<file path="config.mk">
export PLATFORM = sky130hd
export DESIGN_NAME = key_field_editor
export DESIGN_NICKNAME = d
export VERILOG_FILES = /design/src/rtl/key_field_editor.sv
export SDC_FILE = /design/constraint.sdc
export NUM_CORES = 1
export LEC_CHECK = 0
export ABC_AREA = 1
export CAP_MARGIN = 15
export CORE_UTILIZATION = 50
export DETAILED_ROUTE_END_ITERATION = 8
export PLACE_DENSITY = 0.8
export SLEW_MARGIN = 0
export SYNTH_ARGS = -nofsm -noshare
export SYNTH_HDL_FRONTEND = slang
export SYNTH_SLANG_ARGS = --single-unit
</file>
<file path="constraint.sdc">
create_clock -name CLK -period 3.62 [get_ports CLK]
set_clock_uncertainty 0.15 [all_clocks]
set_input_delay 0.905 -clock CLK [delete_from_list [all_inputs] [get_ports CLK]]
set_output_delay 0.905 -clock CLK [all_outputs]
set_load 0.005 [all_outputs]
</file>
<file path="src/rtl/key_field_editor.sv">
// Debounced five-key editor for NFIELD packed FW-bit fields with per-field min/max wrap.
// Optional auto-repeat of UP/DOWN while editing is enabled by defining KEY_FIELD_EDITOR_REPEAT_EN.
module key_field_editor #(
    parameter int NFIELD       = 3,
    parameter int FW           = 7,
    parameter int FSW          = 2,
    parameter int DEBOUNCE_CYC = 150,
    parameter int REPEAT_DLY   = 1500,
    parameter int REPEAT_RATE  = 300
) (
    input  logic                 CLK,
    input  logic                 RESET,
    input  logic [4:0]           KEY,
    input  logic [NFIELD*FW-1:0] IN_VAL,
    input  logic [NFIELD*FW-1:0] MIN_VAL,
    input  logic [NFIELD*FW-1:0] MAX_VAL,
    output logic [NFIELD*FW-1:0] OUT_VAL,
    output logic [FSW-1:0]       FIELD_SEL,
    output logic                 EDITING,
    output logic                 COMMIT
);
    localparam int DW    = NFIELD * FW;
    localparam int CNT_W = $clog2(DEBOUNCE_CYC + 1);

    localparam logic [4:0] K_MENU   = 5'b10000;
    localparam logic [4:0] K_SET    = 5'b01000;
    localparam logic [4:0] K_CANCEL = 5'b00100;
    localparam logic [4:0] K_UP     = 5'b00010;
    localparam logic [4:0] K_DOWN   = 5'b00001;

    typedef enum logic {ST_IDLE, ST_EDIT} state_t;

    state_t            r_state;
    logic [4:0]        r_code;
    logic [CNT_W-1:0]  r_cnt;
    logic              r_evt;
    logic [4:0]        r_evt_key;
    logic [DW-1:0]     r_out;
    logic [FSW-1:0]    r_sel;
    logic              r_commit;

    logic              w_key_ok;
    logic              w_same;
    logic [CNT_W-1:0]  w_cnt_nxt;
    logic              w_press;
    logic              w_fire;
    logic [FW-1:0]     w_cur;
    logic [FW-1:0]     w_min;
    logic [FW-1:0]     w_max;
    logic [FW-1:0]     w_up;
    logic [FW-1:0]     w_dn;

    // NOTE: always_comb gives every output a default first, so no path can infer a latch.
    always_comb begin
        w_key_ok  = $onehot(KEY);
        w_same    = w_key_ok && (KEY == r_code);
        w_cnt_nxt = '0;
        if (w_key_ok) begin
            if (!w_same)
                w_cnt_nxt = CNT_W'(1);
            else if (r_cnt == CNT_W'(DEBOUNCE_CYC))
                w_cnt_nxt = r_cnt;
            else
                w_cnt_nxt = r_cnt + CNT_W'(1);
        end
        // The counter saturates after acceptance, so a held key cannot fire again.
        w_press = w_key_ok && (w_cnt_nxt == CNT_W'(DEBOUNCE_CYC))
                  && !(w_same && (r_cnt == CNT_W'(DEBOUNCE_CYC)));
    end

`ifdef KEY_FIELD_EDITOR_REPEAT_EN
    localparam int RPT_MAX = (REPEAT_DLY > REPEAT_RATE) ? REPEAT_DLY : REPEAT_RATE;
    localparam int RPT_W   = $clog2(RPT_MAX + 1);

    logic [RPT_W-1:0] r_rpt;
    logic             r_rpt_first;
    logic             w_rpt_hold;
    logic [RPT_W-1:0] w_rpt_lim;
    logic             w_rpt_fire;

    always_comb begin
        w_rpt_hold = w_same && ((KEY == K_UP) || (KEY == K_DOWN))
                     && (r_cnt == CNT_W'(DEBOUNCE_CYC)) && (r_state == ST_EDIT);
        w_rpt_lim  = r_rpt_first ? RPT_W'(REPEAT_DLY) : RPT_W'(REPEAT_RATE);
        w_rpt_fire = w_rpt_hold && ((r_rpt + RPT_W'(1)) == w_rpt_lim);
        w_fire     = w_press || w_rpt_fire;
    end

    always_ff @(posedge CLK) begin
        if (RESET || !w_rpt_hold) begin
            r_rpt       <= '0;
            r_rpt_first <= 1'b1;
        end else if (w_rpt_fire) begin
            r_rpt       <= '0;
            r_rpt_first <= 1'b0;
        end else begin
            r_rpt       <= r_rpt + RPT_W'(1);
        end
    end
`else
    always_comb w_fire = w_press;
`endif

    // NOTE: sequential state uses non-blocking assignments so every register sees pre-edge values.
    always_ff @(posedge CLK) begin
        if (RESET) begin
            r_code    <= '0;
            r_cnt     <= '0;
            r_evt     <= 1'b0;
            r_evt_key <= '0;
        end else begin
            r_code    <= KEY;
            r_cnt     <= w_cnt_nxt;
            r_evt     <= w_fire;
            r_evt_key <= KEY;
        end
    end

    always_comb begin
        w_cur = r_out[r_sel*FW +: FW];
        w_min = MIN_VAL[r_sel*FW +: FW];
        w_max = MAX_VAL[r_sel*FW +: FW];
        w_up  = (w_cur >= w_max) ? w_min : w_cur + FW'(1);
        w_dn  = ((w_cur <= w_min) || (w_cur > w_max)) ? w_max : w_cur - FW'(1);
    end

    always_ff @(posedge CLK) begin
        if (RESET) begin
            r_state  <= ST_IDLE;
            r_out    <= '0;
            r_sel    <= '0;
            r_commit <= 1'b0;
        end else begin
            r_commit <= 1'b0;
            case (r_state)
                ST_IDLE: begin
                    r_out <= IN_VAL;
                    if (r_evt && (r_evt_key == K_SET)) begin
                        r_state <= ST_EDIT;
                        r_sel   <= '0;
                    end
                end
                ST_EDIT: begin
                    if (r_evt) begin
                        case (r_evt_key)
                            K_MENU:   r_sel <= (r_sel == FSW'(NFIELD - 1)) ? '0 : r_sel + FSW'(1);
                            K_UP:     r_out[r_sel*FW +: FW] <= w_up;
                            K_DOWN:   r_out[r_sel*FW +: FW] <= w_dn;
                            K_SET: begin
                                r_commit <= 1'b1;
                                r_state  <= ST_IDLE;
                            end
                            K_CANCEL: r_state <= ST_IDLE;
                            default:  ;
                        endcase
                    end
                end
                default: r_state <= ST_IDLE;
            endcase
        end
    end

    assign OUT_VAL   = r_out;
    assign FIELD_SEL = r_sel;
    assign EDITING   = (r_state == ST_EDIT);
    assign COMMIT    = r_commit;
endmodule

</file>
== Yosys cells after proc, flatten, opt, wreduce, memory -nomap -nowiden ==
Cells that the tools add are included.

* Bits in registers: 39
* Input port bits: 70
* Output and inout port bits: 25

* Add/sub/neg operators: 9
* Multipliers: 1
* $lt $le $gt $ge: 3
* Eq/ne operators: 14
* Shift operators: 6
* Multiplexer cells: 20
* Bitwise logic cells: 2
* Reductions and logical operators: 11

{| class="wikitable"
|+ Operators by type and width
! cell !! number
|-
| $pmux 21 s2 || 2
|-
| $shiftx 7x34->21 || 2
|-
| $shiftx 21x6->7 || 3
|-
| $bwmux 21 || 2
|-
| $neg 5->34 || 1
|-
| $shift 7x34->21 const A || 1
|-
| $mux 8 || 3
|-
| $mux 21 || 1
|-
| $eq 8x8->1 const B || 2
|-
| $mux 7 || 2
|-
| $add 8x1->8 const B || 1
|-
| $mux 2 || 4
|-
| $add 7x1->7 const B || 1
|-
| $ge 7x7->1 || 1
|-
| $gt 7x7->1 || 1
|-
| $le 7x7->1 || 1
|-
| $sub 7x1->7 const B || 1
|-
| $eq 5x1->1 const B || 1
|-
| $eq 5x2->1 const B || 1
|-
| $eq 5x3->1 const B || 1
|-
| $eq 5x4->1 const B || 1
|-
| $eq 5x5->1 || 1
|-
| $eq 5x5->1 const B || 1
|-
| $logic_and 1x1->1 || 5
|-
| other kinds (20) || 26
|}

== Longest topological paths before layout ==
* Depth in word-level cells: 10
* Depth in mapped cells: 20

== Worst setup path before layout ==
No wires, ideal clock.

* Kind: input port to flip-flop
* Start point: input port KEY[0]
* End point: register r_evt
* Setup time: 0.078 ns
* Data arrival time: 3.062 ns
* Data required time: 3.392 ns
* Setup slack: 0.330 ns
* Stages on the path: 13
* Path buffers: 0
* Cell sequence: inv_1 fa_1 inv_1 fa_1 ha_1 nand3b_1 nor3_1 and3_4 and2_4 nand2_1 nand2_1 nand2_1 nor3_1

* Cells in the longest elaborated chain, start to end: 10
* Elaborated cells on any way between the ends: 13
* Those cells by class: add/sub (3); eq/ne (3); mux (2); reduce/logical (5)

{| class="wikitable"
|+ RTL lines
! what !! RTL line !! text
|-
| from (decl) || 13 || <nowiki>input logic [4:0] KEY,</nowiki>
|-
| $add 1x1->2 (implied by the code) || 55 || <nowiki>w_key_ok = $onehot(KEY);</nowiki>
|-
| $add 2x2->3 (implied by the code) || 55 ||
|-
| $add 3x1->3 (implied by the code) || 55 ||
|-
| $eq 3x1->1 || 55 ||
|-
| $logic_and 1x1->1 || 56 || <nowiki>w_same = w_key_ok && (KEY == r_code);</nowiki>
|-
| $mux 8 || 59 || <nowiki>if (!w_same)</nowiki>
|-
| $mux 8 || 58 || <nowiki>if (w_key_ok) begin</nowiki>
|-
| $eq 8x8->1 || 67 || <nowiki>w_press = w_key_ok && (w_cnt_nxt == CNT_W'(DEBOUNCE_CYC))</nowiki>
|-
| $logic_and 1x1->1 || 67 ||
|-
| $logic_and 1x1->1 (*) || 68 || <nowiki>&& !(w_same && (r_cnt == CNT_W'(DEBOUNCE_CYC)));</nowiki>
|-
| to (signal assigned) || 114 || <nowiki>r_evt <= w_fire;</nowiki>
|-
| to (decl) || 36 || <nowiki>logic r_evt;</nowiki>
|}

Every way passes the cells marked *; elsewhere a longest branch is shown, timed or not.
A chain may end at the register's enable or synchronous reset.

== Worst setup path after layout ==
* Start point: input port MAX_VAL[6]
* End point: register r_out[8], in the netlist OUT_VAL[8]

* Cells in the longest elaborated chain, start to end: 9
* Elaborated cells on any way between the ends: 13
* Those cells by class: order compare (2); shift (3); mux (7); reduce/logical (1)

{| class="wikitable"
|+ RTL lines
! what !! RTL line !! text
|-
| from (decl) || 16 || <nowiki>input logic [NFIELD*FW-1:0] MAX_VAL,</nowiki>
|-
| $shiftx 21x6->7 (*) || 122 || <nowiki>w_max = MAX_VAL[r_sel*FW +: FW];</nowiki>
|-
| $gt 7x7->1 || 124 || <nowiki>w_dn = ((w_cur <= w_min) || (w_cur > w_max)) ? w_max : w_cur - FW'(1);</nowiki>
|-
| $logic_or 1x1->1 || 124 ||
|-
| $mux 7 || 124 ||
|-
| $shiftx 7x34->21 || 148 || <nowiki>K_DOWN: r_out[r_sel*FW +: FW] <= w_dn;</nowiki>
|-
| $bwmux 21 || 148 ||
|-
| $pmux 21 s2 (*) || 145 || <nowiki>case (r_evt_key)</nowiki>
|-
| $mux 21 (*) || 144 || <nowiki>if (r_evt) begin</nowiki>
|-
| $pmux 21 s2 (*) || 135 || <nowiki>case (r_state)</nowiki>
|-
| to (signal, indexed assignment) || 147 || <nowiki>K_UP: r_out[r_sel*FW +: FW] <= w_up;</nowiki>
|-
| to (signal, indexed assignment) || 148 ||
|-
| to (decl) || 38 || <nowiki>logic [DW-1:0] r_out;</nowiki>
|}

Every way passes the cells marked *; elsewhere a longest branch is shown, timed or not. The select of a mux whose other input is x is not followed.

==> metrics <==
cell count after synthesis 539; share of layout cells above drive strength 1 11.4%; Top Ports 95; largest net degree at the start of global routing 27; CTS Hold Bufs 0; Clk pin slew, worst setup/hold paths 80 ps; crit path cell chain clkdlybuf4s50_1 > or2_2 > o211ai_1 > nand2_1 > inv_1 > ha_1 > a21o_1 > nor2_1 > nand2_1 > nand2_1 > nand2_1 > inv_1 > nand2_1 > nand3_1 > nand2_1 > o21a_1 > nor2_1; Placement Cell Area 0.00461 sq mm; Seq/Total Area, Yosys 22.1%; Detailed Route Iter0 Violations 291; Vias/cell 5.38; CP Data Arrival Time 3350 ps; Final Util 69.4%; Synth warnings 0; post-route cell area 0.00474 sq mm; Root Driver clkbuf_8; vias in the first global route 3891; Port Buffers 94; Fmax 0.306 GHz; crit share post-route 90.2%; antenna viol nets, final 0; Hold Vio Cnt, Final 0; core region area 0.00683 sq mm; cell family with the largest share of critical-path delay simple AND/OR/NAND/NOR gates; Synth-to-Final Area Change 34.1%; crit path capture type register; status finished, final reports clean; gr usage total 30.3%; cts bufs inserted 5; Setup Crit Path Kind in -> reg; Top FF cell, synth dfxtp_1; RSZ-0062 raised after global routing no; Power Density 247 mW/mm^2; Crit path top cell by count nand2_1; crit path launch type input port; Syn Area/Cell 6.56 sq um; Overflow after GRT 0; R2R cell count 16; largest area contributor in the netlist dfxtp_1; Synth async-reset ratio 0%; WL per Instance 14.8 um; TritonCTS clock tree yes; Placed Cells 730; htree depth 2; Sink Count 39; Worst Hold Path EP r_cnt[7]$_SDFF_PP0_; CTS max path bufs 2; worst r2r dst OUT_VAL[16]$_SDFFE_PP0P_; Distinct cells, synth 47; worst slew pin tran 783 ps; Peak VDD IR 0.168 mV; initial antenna violation count 0; Rows 30; postcts setup bufs 0; HP Start r_cnt[7]$_SDFF_PP0_; synthesized net count 635; Slew Viols, Final 0; die area 0.00741 sq mm; CP max FO 7; DIE WIDTH 86.1 um; Area contributors post-synth dfxtp_1 (22%), nand2_1 (12%), ha_1 (8.5%), a21oi_1 (7.8%), inv_1 (6.7%); post-synthesis cell area 0.00354 sq mm; # Max-Cap Violations 0; minimum clock period after layout 3270 ps; crit-path max cell delay 390 ps; #FFs+latches synth 39; top-count cell post-synth nand2_1; Reg2Reg Launch Point FIELD_SEL[0]$_SDFFE_PP0P_; # diodes 0; Die Y 86.1 um; Worst Hold Class reg -> reg; Clock Latency Late Sink 300 ps; drt pass-1 iters 5; first-pass GRT wire length 17800 um; synth cell count leaders nand2_1 (111), inv_1 (63), a21oi_1 (55), nor2_1 (47), nand3_1 (43); Post-Route WL 10900 um; R2R setup slack 610 ps; # setup viols final 0; Non-Filler Instances 738; Vias 3970; Pleak 2.09 nW; NumNets Final 737; number of synthesized flops with an enable pin 0; Synth top area share 22.1%; Worst EP required 3700 ps; # DRC 0; GP Congestion 0.919; HPWL after detailed placement 8590 um; Buf/Inv on CP 3; Starting Density 51.8%; critical path's slowest cell clkdlybuf4s50_1; Slew headroom 47.4%; Cells on Worst Hold Path 2
[worst max-delay path by stage]
stage | startpoint | endpoint | slack [ps] | cells past startpoint
after global placement | KEY[0] | r_evt$_SDFF_PP0_ | -180 | 14
after CTS | KEY[0] | r_evt$_SDFF_PP0_ | 40 | 14
final | MAX_VAL[6] | OUT_VAL[8]$_SDFFE_PP0P_ | 350 | 17
after global routing | MAX_VAL[6] | OUT_VAL[7]$_SDFFE_PP0P_ | 190 | 16
after detailed placement | KEY[0] | r_evt$_SDFF_PP0_ | -270 | 14
after floorplan | KEY[0] | r_evt$_SDFF_PP0_ | 330 | 13
[logic make-up after synthesis]
logic type,Yosys count,share of synthesized area [%]
buf+inv,84,10.6
xor+xnor,10,2.48
flops,39,22.1
compound gates,114,18.2
simple gates,266,37.0
fa+ha+maj,26,9.62
[per-stage QoR]
step | total power, mW | hold slack, ps | setup TNS, ps | worst slack, ps
2_1_floorplan | 0.639 | 317 | 0 | 330
3_3_place_gp | 0.790 | 336 | -537 | -184
3_5_place_dp | 0.800 | 357 | -949 | -270
4_1_cts | 1.17 | 369 | 0 | 35.6
5_1_grt | 1.23 | 391 | 0 | 189
6_report | 1.17 | 361 | 0 | 353
[cell type report]
type | instances | area (sq um)
well taps | 96 | 120
flip-flops and latches | 39 | 781
clock buffers | 5 | 68.8
multi-input cells | 416 | 2390
clock inverters | 3 | 43.8
inverters | 68 | 258
repair buffers | 111 | 1080
fillers | 611 | 2090
[registers in the layout (all words and copies together), names as in the netlist]
register / cells
FIELD_SEL: 2
r_evt_key: 5
r_evt: 1
OUT_VAL: 21
r_cnt: 8
COMMIT: 1
EDITING: 1
[tightest hold or removal path: stages, from the launching register on]
cell	delay, ps
dfxtp_1	330
nand2_1	80
a21oi_1	60
[placed cells by master, fill, tap and decap left out, types with 4 or more instances in the layout]
cell,n
inv_2,5
nand2_4,5
buf_4,17
dfxtp_1,39
clkbuf_8,5
nand3_1,43
xor2_1,7
inv_1,61
nor2_2,4
nor3_1,5
nor3_2,4
nand4_1,11
o21ai_0,28
a21oi_1,55
nand2_2,5
nor2_1,47
o21ai_1,6
o21a_1,6
or2_2,11
ha_1,24
nand2_1,111
o211ai_1,10
clkdlybuf4s50_1,91
[metal layers]
layer	GRT usage (%)	up-vias	share of wire, %
met2	56.1	121	51
li1	-	1994	-
met3	4.81	16	5.1
met1	35.9	1839	42
met5	0	-	0
met4	8.03	0	1.4
[report_power, final]
part           total, mW  internal (mW)  switching (mW)
registers          0.463          0.446          0.0168
clock network      0.374          0.205           0.168
logic              0.333          0.173           0.161
[timing repair]
action                                 4_1_cts  5_1_grt
setup endpoints to repair                    0        4
gates resized for setup                      0        8
endpoints found under the hold margin        0        0
(Power assumes the default switching activity.)
